## config.mk

```make
export PLATFORM = sky130hd
export DESIGN_NAME = fetch_stage
export DESIGN_NICKNAME = d
export VERILOG_FILES = /design/src/rtl/fetch_stage_pkg.sv /design/src/rtl/fetch_predecoder.sv /design/src/rtl/fetch_stage.sv
export SDC_FILE = /design/constraint.sdc
export NUM_CORES = 1
export LEC_CHECK = 0
export BUFFER_PORTS_ARGS = -buffer_cell sky130_fd_sc_hd__buf_4
export CAP_MARGIN = 30
export CORE_UTILIZATION = 45
export CTS_CLUSTER_DIAMETER = 100
export DETAILED_ROUTE_END_ITERATION = 12
export PLACE_DENSITY = 0.77
export REMOVE_ABC_BUFFERS = 1
export SLEW_MARGIN = 20
export SYNTH_ARGS = -nofsm -noshare
export SYNTH_HDL_FRONTEND = slang
export SYNTH_SLANG_ARGS = --single-unit
```

## constraint.sdc

```tcl
create_clock -name clk -period 3.4 [get_ports clk]
set_clock_uncertainty 0.05 [all_clocks]
set_input_delay 0.68 -clock clk [delete_from_list [all_inputs] [get_ports clk]]
set_output_delay 0.68 -clock clk [all_outputs]
set_load 0.05 [all_outputs]
```

## src/rtl/fetch_stage_pkg.sv

```systemverilog
// Shared types and constants for the instruction-fetch front end.
// Used by fetch_stage and fetch_predecoder; decode can reuse the opcode set.
package fetch_stage_pkg;

    typedef logic        clock_t;
    typedef logic        bool_t;
    typedef logic [4:0]  reg_id_t;
    typedef logic [31:0] word_t;
    typedef logic [31:0] addr_t;

    localparam logic [6:0] OPC_OP     = 7'b0110011;
    localparam logic [6:0] OPC_OPIMM  = 7'b0010011;
    localparam logic [6:0] OPC_LOAD   = 7'b0000011;
    localparam logic [6:0] OPC_STORE  = 7'b0100011;
    localparam logic [6:0] OPC_BRANCH = 7'b1100011;
    localparam logic [6:0] OPC_JAL    = 7'b1101111;
    localparam logic [6:0] OPC_JALR   = 7'b1100111;
    localparam logic [6:0] OPC_LUI    = 7'b0110111;
    localparam logic [6:0] OPC_AUIPC  = 7'b0010111;

    // addi x0,x0,0
    localparam word_t NOP_INSTR_ENC = 32'h0000_0013;

    typedef enum logic [1:0] {
        BOOT,
        RUN,
        MEM_WAIT
    } fetch_state_e;

endpackage

```

## src/rtl/fetch_predecoder.sv

```systemverilog
// Combinational register-id and control-flow predecode of one instruction word.
// Unused register fields read as 0 so consumers can compare ids without masking.
module fetch_predecoder
    import fetch_stage_pkg::*;
(
    input  word_t   instr_i,
    output reg_id_t rs1_o,
    output reg_id_t rs2_o,
    output reg_id_t rd_o,
    output bool_t   branch_o
);

    logic [6:0] opcode;
    logic       unused_bits;

    assign opcode      = instr_i[6:0];
    assign unused_bits = ^{instr_i[31:25], instr_i[14:12]};

    always_comb begin
        rs1_o    = '0;
        rs2_o    = '0;
        rd_o     = '0;
        branch_o = 1'b0;
        case (opcode)
            OPC_OP: begin
                rs1_o = instr_i[19:15];
                rs2_o = instr_i[24:20];
                rd_o  = instr_i[11:7];
            end
            OPC_OPIMM, OPC_LOAD, OPC_JALR: begin
                rs1_o = instr_i[19:15];
                rd_o  = instr_i[11:7];
            end
            OPC_STORE, OPC_BRANCH: begin
                rs1_o = instr_i[19:15];
                rs2_o = instr_i[24:20];
            end
            OPC_LUI, OPC_AUIPC, OPC_JAL: begin
                rd_o = instr_i[11:7];
            end
            default: ;
        endcase
        branch_o = (opcode == OPC_BRANCH) || (opcode == OPC_JAL) || (opcode == OPC_JALR);
    end

endmodule

```

## src/rtl/fetch_stage.sv

```systemverilog
// Fetch front end: owns the PC, issues imem requests, registers instr plus predecode.
// Build option FETCH_PERF_COUNTERS_EN adds saturating fetch/stall/redirect counters.
module fetch_stage
    import fetch_stage_pkg::*;
#(
    parameter addr_t RESET_PC  = 32'h0000_0000,
    parameter word_t NOP_INSTR = NOP_INSTR_ENC
) (
    input  clock_t  clk,
    input  bool_t   reset,
    input  bool_t   stall_in,
    input  bool_t   redirect,
    input  addr_t   redirect_pc,
    output bool_t   imem_req,
    output addr_t   imem_addr,
    input  bool_t   imem_ready,
    input  word_t   imem_rdata,
    output word_t   instr,
    output addr_t   instr_pc,
    output bool_t   instr_valid,
    output reg_id_t rs1,
    output reg_id_t rs2,
    output reg_id_t rd,
    output bool_t   branch,
    output bool_t   is_stall
`ifdef FETCH_PERF_COUNTERS_EN
    ,
    output word_t   perf_fetched,
    output word_t   perf_stall_cycles,
    output word_t   perf_redirects
`endif
);

    fetch_state_e state_q;
    addr_t        pc_q;
    word_t        instr_q;
    addr_t        instr_pc_q;
    bool_t        valid_q;
    reg_id_t      rs1_q, rs2_q, rd_q;
    bool_t        branch_q;
    bool_t        is_stall_q;

    reg_id_t      pd_rs1, pd_rs2, pd_rd;
    bool_t        pd_branch;
    addr_t        redirect_tgt;
    bool_t        active;
    bool_t        take_redirect;
    bool_t        take_capture;
    bool_t        take_bubble;

    // Predecode the word being captured so it lands on the same edge as instr.
    fetch_predecoder u_predec (
        .instr_i  (imem_rdata),
        .rs1_o    (pd_rs1),
        .rs2_o    (pd_rs2),
        .rd_o     (pd_rd),
        .branch_o (pd_branch)
    );

    assign redirect_tgt  = redirect_pc & ~32'h3;
    assign active        = (state_q != BOOT);
    assign take_redirect = active && redirect;
    // No request is issued while stalled, so imem_ready is ignored then.
    assign take_capture  = active && !redirect && !stall_in && imem_ready;
    assign take_bubble   = (state_q == RUN) && !redirect && !stall_in && !imem_ready;

    assign imem_req  = active && !stall_in;
    assign imem_addr = pc_q;

    always_ff @(posedge clk or posedge reset) begin
        if (reset) begin
            state_q    <= BOOT;
            pc_q       <= RESET_PC;
            instr_q    <= NOP_INSTR;
            instr_pc_q <= RESET_PC;
            valid_q    <= 1'b0;
            rs1_q      <= '0;
            rs2_q      <= '0;
            rd_q       <= '0;
            branch_q   <= 1'b0;
            is_stall_q <= 1'b0;
        end else if (!active) begin
            state_q <= RUN;
        end else if (take_redirect) begin
            state_q    <= RUN;
            pc_q       <= redirect_tgt;
            instr_q    <= NOP_INSTR;
            valid_q    <= 1'b0;
            rs1_q      <= '0;
            rs2_q      <= '0;
            rd_q       <= '0;
            branch_q   <= 1'b0;
            is_stall_q <= 1'b0;
        end else if (take_capture) begin
            state_q    <= RUN;
            pc_q       <= pc_q + 32'd4;
            instr_q    <= imem_rdata;
            instr_pc_q <= pc_q;
            valid_q    <= 1'b1;
            rs1_q      <= pd_rs1;
            rs2_q      <= pd_rs2;
            rd_q       <= pd_rd;
            branch_q   <= pd_branch;
            is_stall_q <= 1'b0;
        end else if (take_bubble) begin
            state_q    <= MEM_WAIT;
            instr_q    <= NOP_INSTR;
            valid_q    <= 1'b0;
            rs1_q      <= '0;
            rs2_q      <= '0;
            rd_q       <= '0;
            branch_q   <= 1'b0;
            is_stall_q <= 1'b0;
        end else begin
            // Stalled in RUN or still waiting in MEM_WAIT: nothing new for the hazard unit.
            is_stall_q <= 1'b1;
        end
    end

    assign instr       = instr_q;
    assign instr_pc    = instr_pc_q;
    assign instr_valid = valid_q;
    assign rs1         = rs1_q;
    assign rs2         = rs2_q;
    assign rd          = rd_q;
    assign branch      = branch_q;
    assign is_stall    = is_stall_q;

`ifdef FETCH_PERF_COUNTERS_EN
    word_t fetched_q, stall_cycles_q, redirects_q;

    always_ff @(posedge clk or posedge reset) begin
        if (reset) begin
            fetched_q      <= '0;
            stall_cycles_q <= '0;
            redirects_q    <= '0;
        end else begin
            if (take_capture && (fetched_q != 32'hFFFF_FFFF))
                fetched_q <= fetched_q + 32'd1;
            if ((stall_in || (state_q == MEM_WAIT)) && (stall_cycles_q != 32'hFFFF_FFFF))
                stall_cycles_q <= stall_cycles_q + 32'd1;
            if (take_redirect && (redirects_q != 32'hFFFF_FFFF))
                redirects_q <= redirects_q + 32'd1;
        end
    end

    assign perf_fetched      = fetched_q;
    assign perf_stall_cycles = stall_cycles_q;
    assign perf_redirects    = redirects_q;
`endif

endmodule

```

==> reports/metrics.cfg, run 1 <==
[sta]
slew_violations=0
max_freq_ghz=0.4228
post-route-period-util_pct=69.56
timing.hold.ws_ns=0.3662
fin_crit_ns=2.365
fin_ws_ns=1.035
setup_viol=0
final-hold-violation-count=0
rsz0062_at_grt=false
worst_pin_slew_ns=0.8347
slew_headroom_pct=44.22

[power]
power.static_leakage_nw=3.256
ir_drop_v=0.0003555
cell_internal_pwr_mw=2.256
seqPwrFrac_pct=44.3
swShare_pct=39.99
p_clk_share_pct=21.0
p_switching_mw=1.503
p_per_area_nw_per_um2=563.6
p_comb_share_pct=34.7

[synth]
synth-main-ff-cell=dfrtp_1
synth.most_common_cell=nand2_1
syn-cell-area_um2=5026
synth_commonest_cells=110 x nand2_1, 109 x dfrtp_1, 34 x nor2_1
synth_cell_types=53
ys_warn_count=0
syn_area_per_cell_um2=9.953
ys_top_cells_by_area=dfrtp_1 54%, nand2_1 8.2%, a22o_1 4.9%
ys_seq_elements=112
yosysTopAreaCellShare_pct=54.27
async_flop_share_pct=100.0
netlist.top_cell.by_area=dfrtp_1
synth_edf_count=0
ys_seq_area_share_pct=55.84
syn_inst=505

[global_routing]
globalRoute.totalOverflow=0
top_usage_layer=met2
grt.met1_usage_pct=31.36
antenna_found_initial=0
grt_pass1_wl_um=21730
track_usage_pct=24.05
grt_max_degree=81
met2_usage_pct=38.92
use_met3_pct=6.114
grt_pass1_vias=4274

[worst_setup_path]
critPathLaunch=stall_in
r2r_start=imem_addr[2]
cp-start-kind=input port
critPathBufInv=2
critical-path-slowest-cell=or3_2
worstSetupPathType=input port to flop
cp_common_cell=buf_4
endpoint_kind=flop
crit_arrival_ns=2.59
worst-path-max-fanout=30
path_cells=buf_4, nand2b_1, or3_2, buf_4, nor4_1, a21oi_1, o21ai_0
cpPeakStageDelay_ns=0.76
critPathRequiredTime_ns=3.63
critical_path.top_delay_family=simple AND/OR/NAND/NOR gates

[floorplanning]
placementRows=38
start_util_pct=46.36
core_area_um2=10840
dieWidth_um=107.7
io_pins=184
die_area_um2=11600
die-height_um=107.7

[clock_tree]
numCtsBuffers=9
clkSlewWorstSetupHoldPaths_ns=0.10
clock_path_buffers=2
ctsHoldBuffers=0
htreeDepth=3
insertion_delay_ns=0.37
cts_tree=built
cts_resized=0
cts_num_sinks=112
cts-root-buf=clkbuf_8
postCtsSetupBuffers=0

[layout]
syn_to_final_growth_pct=32.69
nets=740
drive_gt1_share_pct=31.26
num_antenna_cells=0

[status]
status=finished clean

[detailed_routing]
drt_first_pass_iters=5
wl_per_cell_um=17.01
route.antenna.remaining_nets=0
first_iter_violations=348
wirelength_um=13870
vias_per_cell=5.615
vias=4576
drc=0

[min_path]
hp-class=input port to asynchronous set/reset pin

[place]
dpl.hpwl_um=9568
port-buffer-count=177
place_congestion=0.8074
pre_cts_slack_ns=0.6671

[run]
maxCapViolations=0

[kinds of logic after synthesis]
group           synth area share [%]
simple gates                   19.17
compound gates                 18.60
flops                          55.84
buf+inv                        3.883
xor+xnor                       1.394
mux                           0.7966
fa+ha+maj                     0.2489
other cells                  0.07461
[cells in the final DEF (no fill, tap or decap), types with 6 or more instances in the layout]
cell,n
inv_1,7
a221o_1,6
o21ai_1,12
nor3_1,7
nor2_1,34
a22o_1,28
a32o_1,16
dfrtp_1,109
clkbuf_8,10
a21oi_1,17
buf_4,185
nand3_1,15
o21ai_0,17
xnor2_1,6
nand2_1,110
a22oi_1,8
[final timing paths]
check / endpoint / slack (ns) / depth (start not counted)
max in group asynchronous: instr_pc[31] / 2.14 / 3
worst max-delay path: imem_addr[27] / 1.04 / 7
worst min register to register: instr_pc[29] / 0.44 / 2
min in group clk: instr_pc[29] / 0.44 / 2
worst max register to register: imem_addr[30] / 1.10 / 6
worst min-delay path: imem_addr[31] / 0.37 / 2
[routing by layer]
layer  up-vias  routed length [um]
met5         -                   0
met4         0                 194
met3        14                1191
met2       192                6509
met1      2243                5969
li1       2127                   -
[flip-flops by register name, indices dropped and copies added (netlist names)]
register,cells
branch,1
rs1,5
instr_pc,30
is_stall,1
rd,5
instr_valid,1
rs2,5
instr,32
imem_addr,30
state_q,2
[cell type report]
| cell class | instances | area (um2) |
|---|---|---|
| Clock buffer | 15 | 156.4 |
| Clock inverter | 1 | 30.03 |
| Fill cell | 943 | 4172 |
| Inverter | 8 | 32.53 |
| Multi-Input combinational cell | 352 | 2056 |
| Sequential cell | 112 | 2806 |
| Tap cell | 140 | 175.2 |
| Timing Repair Buffer | 187 | 1413 |
[power by group through the flow]
stage / sequential [mW] / combinational (mW) / clock [mW]
after floorplan: 2.22 / 0.303 / 0
after global placement: 1.68 / 1.29 / 0
after detailed placement: 1.68 / 1.31 / 0
after CTS: 1.66 / 1.31 / 0.809
after global routing: 1.69 / 1.38 / 0.858
final: 1.66 / 1.30 / 0.791
[through the flow]
stage                     instance area, um2  cells  TNS, ns  total power [mW]  util [%]
final                                   6669    815        0             3.759     61.52
after floorplan                         4872    472   -64.38             2.524         -
after global placement                  6479    798        0             2.967     59.76
after detailed placement                6482    799        0             2.996     59.80
after global routing                    6669    815        0             3.926     61.52
after CTS                               6669    815        0             3.783     61.52
(Power assumes the default switching activity.)
==> run 2: changes to the inputs <==
Settings changed: ABC_AREA set to 1, PLACE_DENSITY 0.77 to 0.76.
Clock period 3.4 ns to 2.1 ns, I/O delays scaled along.
==> run 2 against run 1 <==
- clock power up 120%
- final cell count up 21%
- design area up 6.4%
- worst hold slack worse by 0.12 ns
- clock-buffer cell count down 2
- combinational power rose to 4.2 times the previous value
- non-clock buffer count up 6
- critical endpoint is now imem_addr[26]
- largest cell class unchanged
- highest routed layer unchanged
==> reports/metrics.cfg, run 2 <==
[worst_setup_path]
worstSetupPathType=flop to flop  ; was input port to flop
endpoint_kind=flop  ; unchanged
crit_arrival_ns=2.02  ; was 2.59 ns
r2r_start=imem_addr[3]  ; was imem_addr[2]
critPathRequiredTime_ns=2.29  ; was 3.63 ns
cpPeakStageDelay_ns=0.40  ; was 0.76 ns
cp-start-kind=flop  ; was input port
critical-path-slowest-cell=dfrtp_1  ; was or3_2
rrSetupSlack_ns=0.27  ; was 1.10 ns
critical_path.top_delay_family=simple AND/OR/NAND/NOR gates  ; unchanged
critPathBufInv=0  ; was 2
worst-path-max-fanout=6  ; was 30
path_cells=ha_1, nand2_1, nor2_1, nand2_1, nor2_2, nand2_1, nand2_1, nand3_1, nand2_1, nand2_1  ; was buf_4, nand2b_1, or3_2, buf_4, nor4_1, a21oi_1, o21ai_0
cp_common_cell=nand2_1  ; was buf_4
reg2reg_to=imem_addr[26]  ; was imem_addr[30]
reg2reg_depth=10  ; was 6
critPathLaunch=imem_addr[3]  ; was stall_in

[synth]
synth.most_common_cell=nand2_1  ; unchanged
ys_seq_area_share_pct=52.94  ; was 55.84%
netlist.top_cell.by_area=dfrtp_1  ; unchanged
async_flop_share_pct=100.0  ; unchanged
yosysTopAreaCellShare_pct=51.45  ; was 54.27%
syn_area_per_cell_um2=8.032  ; was 9.953 um2
ys_warn_count=0  ; unchanged
syn-cell-area_um2=5301  ; was 5026 um2
synth_commonest_cells=232 x nand2_1, 109 x dfrtp_1, 74 x o21ai_0  ; was 110 x nand2_1, 109 x dfrtp_1, 34 x nor2_1
synth-main-ff-cell=dfrtp_1  ; unchanged
synth_edf_count=0  ; unchanged
syn_inst=660  ; was 505
synth_cell_types=30  ; was 53
ys_top_cells_by_area=dfrtp_1 51%, nand2_1 16%, o21ai_0 7.0%  ; was dfrtp_1 54%, nand2_1 8.2%, a22o_1 4.9%
ys_seq_elements=112  ; unchanged

[detailed_routing]
drc=0  ; unchanged
vias_per_cell=5.157  ; was 5.615
route.antenna.remaining_nets=0  ; unchanged
vias=5080  ; was 4,576
wirelength_um=14770  ; was 13,870 um
drt_first_pass_iters=5  ; unchanged
wl_per_cell_um=14.99  ; was 17.01 um
first_iter_violations=376  ; was 348

[layout]
final_common_cell=nand2_1  ; was buf_4
drive_gt1_share_pct=26.25  ; was 31.26%
syn_to_final_growth_pct=33.87  ; was 32.69%
nFillCells=1013  ; was 943
nets=907  ; was 740
final_cell_mix=232 x nand2_1, 189 x buf_4, 109 x dfrtp_1  ; was 185 x buf_4, 110 x nand2_1, 109 x dfrtp_1
utilization_pct=61.89  ; was 61.52%
num_antenna_cells=0  ; unchanged
fin_cells=985  ; was 815
largest_reg_flops=32  ; unchanged

[floorplanning]
dieWidth_um=110.5  ; was 107.7 um
die-height_um=110.5  ; was 107.7 um
start_util_pct=46.23  ; was 46.36%
placementRows=39  ; was 38
core_area_um2=11470  ; was 10,840 um2
io_pins=184  ; unchanged
die_area_um2=12220  ; was 11,600 um2

[global_routing]
globalRoute.totalOverflow=0  ; unchanged
grt_pass1_vias=4933  ; was 4,274
grt_pass1_wl_um=24460  ; was 21,730 um
antenna_found_initial=0  ; unchanged
track_usage_pct=24.70  ; was 24.05%
grt_max_degree=51  ; was 81

[sta]
slew_headroom_pct=57.93  ; was 44.22%
fin_crit_ns=1.829
max_freq_ghz=0.5467
final-hold-violation-count=0  ; unchanged
rsz0062_at_grt=false  ; unchanged
slew_violations=0  ; unchanged
post-route-period-util_pct=87.10
timing.hold.ws_ns=0.2436  ; was 0.3662 ns
setup_tns_ns=0  ; unchanged
worst_pin_slew_ns=0.6244  ; was 0.8347 ns
setup_viol=0  ; unchanged

[power]
power.static_leakage_nw=3.738  ; was 3.256 nW
ir_drop_v=0.001176  ; was 0.0003555 V
p_per_area_nw_per_um2=1508  ; was 563.6 nW/um2
seqPwrFrac_pct=32.4  ; was 44.3%
swShare_pct=49.56  ; was 39.99%
p_clk_share_pct=16.2  ; was 21.0%
p_comb_share_pct=51.4  ; was 34.7%
p_switching_mw=5.302  ; was 1.503 mW
cell_internal_pwr_mw=5.397  ; was 2.256 mW

[min_path]
hp-class=input port to flop  ; was input port to asynchronous set/reset pin
hp-start=imem_rdata[18]
hold_depth=3
hold_path_end=instr[18]

[clock_tree]
cts_num_sinks=112  ; unchanged
clkSlewWorstSetupHoldPaths_ns=0.07  ; was 0.10 ns
clock_path_buffers=2  ; unchanged
htreeDepth=3  ; unchanged
numCtsBuffers=9  ; unchanged
cts-root-buf=clkbuf_16  ; was clkbuf_8
postCtsSetupBuffers=0  ; unchanged
insertion_delay_ns=0.34  ; was 0.37 ns
cts_tree=built  ; unchanged

[run]
maxCapViolations=0  ; unchanged

[status]
status=finished clean  ; unchanged

[place]
dpl.hpwl_um=10920  ; was 9568 um
place_congestion=0.8773  ; was 0.8074
dp_cells=968  ; was 799
port-buffer-count=177  ; unchanged

run 2: layout make-up:
type | count | area [um2] | area share [%]
inverters | 62 | 235.2 | 3.315
well taps | 143 | 178.9 | 2.521
clock inverters | 3 | 40.04 | 0.5642
repair buffers | 193 | 1489 | 20.98
flip-flops and latches | 112 | 2806 | 39.55
clock buffers | 13 | 260.3 | 3.667
multi-input cells | 459 | 2087 | 29.41
run 2: kinds of logic (layout without fill, tap and decap cells):
kind of cell    after synthesis  in the layout  share of synthesized area (%)
simple gates                331            331                          25.42
compound gates              121            121                          12.96
flops                       112            112                          52.94
buf+inv                      92            271                          8.048
xor+xnor                      2              2                         0.3305
fa+ha+maj                     1              1                         0.2360
other cells                   1              4                        0.07074
run 2: worst max path at each step:
stage | endpoint | slack (ns) | cells after the start
after floorplan | branch | -1.32 | 1
after global placement | imem_addr[26] | 0.21 | 10
after detailed placement | imem_addr[26] | 0.20 | 10
after CTS | imem_addr[26] | 0.19 | 10
after global routing | imem_addr[26] | 0.04 | 10
final | imem_addr[26] | 0.27 | 10
run 2: timing repair:
action                                 CTS  global route
setup endpoints to repair                0             2
endpoints found under the hold margin    4             0
hold buffers                             1             0
resized for setup                        0             1
run 2: per-stage QoR:
step           instance area, um2  worst slack (ns)  power, mW
2_1_floorplan                5119            -1.324      7.088
3_3_place_gp                 6784            0.2135      8.898
3_5_place_dp                 6784            0.2012      8.989
4_1_cts                      7094            0.1857      10.75
5_1_grt                      7097           0.03959      11.27
6_report                     7097            0.2709      10.70
run 2: layer usage:
metal / GRT usage, % / vias up / share of wire [%]
met5: 0 / - / 0
met4: 7.822 / 0 / 1.7
met3: 4.226 / 18 / 8.2
met2: 40.46 / 263 / 47
met1: 33.45 / 2336 / 43
li1: - / 2463 / -
run 2: power by group through the flow:
stage          combinational [mW]  clock (mW)  sequential [mW]
2_1_floorplan                1.45           0             5.63
3_3_place_gp                 5.43           0             3.47
3_5_place_dp                 5.51           0             3.48
4_1_cts                      5.52        1.77             3.45
5_1_grt                      5.86        1.85             3.56
6_report                     5.50        1.74             3.46
run 2: worst min-delay path, stage by stage:
cell and delay [ns]:
buf_4 0.07, nand2_1 0.05, nand2_1 0.06
==> run 3: changes to the inputs <==
Settings changed: PLACE_DENSITY 0.76 to unset, PLACE_DENSITY_LB_ADDON set to 0.25.
==> run 3 against run 2 <==
- total power rose by 0.54%
- routed wire length fell by 1.8%
- global-route usage fell by 0.55 points
- non-clock buffer count fell by 1
- worst hold slack got worse by 0.23 ns
- sequential power barely moved
- clock power rose by 3%
- critical path type unchanged
- critical endpoint is now imem_addr[24]
==> reports/metrics.cfg, run 3 (same netlist as run 2, synthesis figures left out) <==
[clock_tree]
numCtsBuffers=9  ; unchanged
postCtsSetupBuffers=0  ; unchanged
htreeDepth=3  ; unchanged
cts-root-buf=clkbuf_16  ; unchanged
cts_tree=built  ; unchanged
clock_path_buffers=2  ; unchanged
ctsHoldBuffers=0  ; was 1
cts_resized=0  ; unchanged
insertion_delay_ns=0.34  ; about the same
clkSlewWorstSetupHoldPaths_ns=0.07  ; about the same
cts_num_sinks=112  ; unchanged

[place]
dp_cells=968  ; unchanged
dpl.hpwl_um=10520  ; was 10,920 um
pre_cts_slack_ns=0.2634  ; was 0.2012 ns
port-buffer-count=177  ; unchanged
place_area_um2=6797  ; was 6784 um2
place_congestion=0.8531  ; was 0.8773

[detailed_routing]
vias=5049  ; was 5,080
drc=0  ; unchanged
vias_per_cell=5.131  ; was 5.157
wl_per_cell_um=14.73  ; was 14.99 um
drt_first_pass_iters=6  ; was 5
first_iter_violations=373  ; was 376
route.antenna.remaining_nets=0  ; unchanged
wirelength_um=14500  ; was 14,770 um

[layout]
largest_reg_flops=32  ; unchanged
fin_cells=984  ; was 985
num_antenna_cells=0  ; unchanged
regArea_um2=2806  ; unchanged
multi_input_area_um2=2085  ; was 2087 um2
nets=906  ; was 907
utilization_pct=61.99  ; was 61.89%
drive_gt1_share_pct=26.16  ; was 26.25%
final_common_cell=nand2_1  ; unchanged
finalInstanceArea_um2=7108  ; was 7097 um2
final_cell_mix=232 x nand2_1, 188 x buf_4, 109 x dfrtp_1  ; was 232 x nand2_1, 189 x buf_4, 109 x dfrtp_1
syn_to_final_growth_pct=34.08  ; was 33.87%
nFillCells=1018  ; was 1,013

[sta]
worst_pin_slew_ns=0.5680  ; was 0.6244 ns
setup_tns_ns=0  ; unchanged
setup_viol=0  ; unchanged
post-route-period-util_pct=87.56  ; was 87.10%
max_freq_ghz=0.5438  ; was 0.5467 GHz
final-hold-violation-count=0  ; unchanged
fin_crit_ns=1.839  ; was 1.829 ns
slew_headroom_pct=61.73  ; was 57.93%
timing.hold.ws_ns=0.01296  ; was 0.2436 ns
fin_ws_ns=0.2612  ; was 0.2709 ns
slew_violations=0  ; unchanged
rsz0062_at_grt=false  ; unchanged

[min_path]
hp-class=input port to asynchronous set/reset pin  ; was input port to flop

[power]
ir_drop_v=0.0009898  ; was 0.001176 V
p_per_area_nw_per_um2=1513  ; was 1508 nW/um2
power.static_leakage_nw=3.737  ; was 3.738 nW
total_power_mw=10.76  ; was 10.70 mW

[floorplanning]
core_area_um2=11470  ; unchanged
die-height_um=110.5  ; unchanged
dieWidth_um=110.5  ; unchanged
placementRows=39  ; unchanged
die_area_um2=12220  ; unchanged
start_util_pct=46.23  ; unchanged
io_pins=184  ; unchanged

[run]
maxCapViolations=0  ; unchanged

[worst_setup_path]
critPathRequiredTime_ns=2.28  ; was 2.29 ns
crit_arrival_ns=2.02  ; about the same
worstSetupPathType=flop to flop  ; unchanged
worst-path-max-fanout=4  ; was 6
cp-start-kind=flop  ; unchanged
endpoint_kind=flop  ; unchanged

[global_routing]
track_usage_pct=24.15  ; was 24.70%
grt_max_degree=49  ; was 51
grt_pass1_vias=4794  ; was 4,933
antenna_found_initial=0  ; unchanged
grt_pass1_wl_um=24000  ; was 24,460 um
globalRoute.totalOverflow=0  ; unchanged

[status]
status=finished clean  ; unchanged

[run 3: changes by cell type in the layout (fill, tap and decap cells not counted)]
cell           before  now
nor2_1             44   45
nor2_2              2    1
dlygate4sd3_1       1    0
buf_12              3    4
buf_4             189  188
clkinv_2            2    0
clkinvlp_4          0    1
clkbuf_8            2    3
[run 3: per-layer routing]
metal / wire (um) / share of wire [%] / GRT usage [%] / vias to the layer above
met5: 0 / 0 / 0 / -
met4: 110 / 0.76 / 5.422 / 0
met3: 1014 / 7.0 / 4.555 / 11
met2: 6856 / 47 / 38.88 / 214
met1: 6515 / 45 / 33.91 / 2358
li1: - / - / - / 2466
[run 3: cell type report]
| type | count | share of cell area [%] |
|---|---|---|
| Sequential cell | 112 | 39.48 |
| Multi-Input combinational cell | 459 | 29.33 |
| Timing Repair Buffer | 192 | 20.98 |
| Clock buffer | 14 | 3.855 |
| Inverter | 62 | 3.309 |
| Tap cell | 143 | 2.517 |
| Clock inverter | 2 | 0.5281 |
[run 3: path summary, 6_finish.rpt]
kind | slack [ns] | to | depth (start not counted) | start
setup / recovery | 0.26 | imem_addr[24] | 10 | imem_addr[2]
hold / removal | 0.01 | is_stall | 2 | reset
setup reg to reg | 0.26 | imem_addr[24] | 10 | imem_addr[2]
hold reg to reg | 0.43 | instr[20] | 2 | instr[20]
max in group asynchronous | 1.35 | instr[4] | 3 | reset
min in group clk | 0.25 | instr[19] | 3 | imem_rdata[19]
[run 3: report_power, final]
| part | switching (mW) | leakage, nW | internal (mW) |
|---|---|---|---|
| Sequential | 0.641 | 1.43 | 2.82 |
| Clock | 0.762 | 0.149 | 1.03 |
| Combinational | 3.91 | 2.16 | 1.59 |
[run 3: critical path: stages (launching register included)]
cell and delay [ns]:
dfrtp_1 0.36, ha_1 0.19, nand2_1 0.06, nor2_1 0.24
nand2_1 0.16, nor2_1 0.31, nand2_1 0.09, nand2_1 0.07
nand3_1 0.07, nand2_1 0.07, nand2_1 0.05
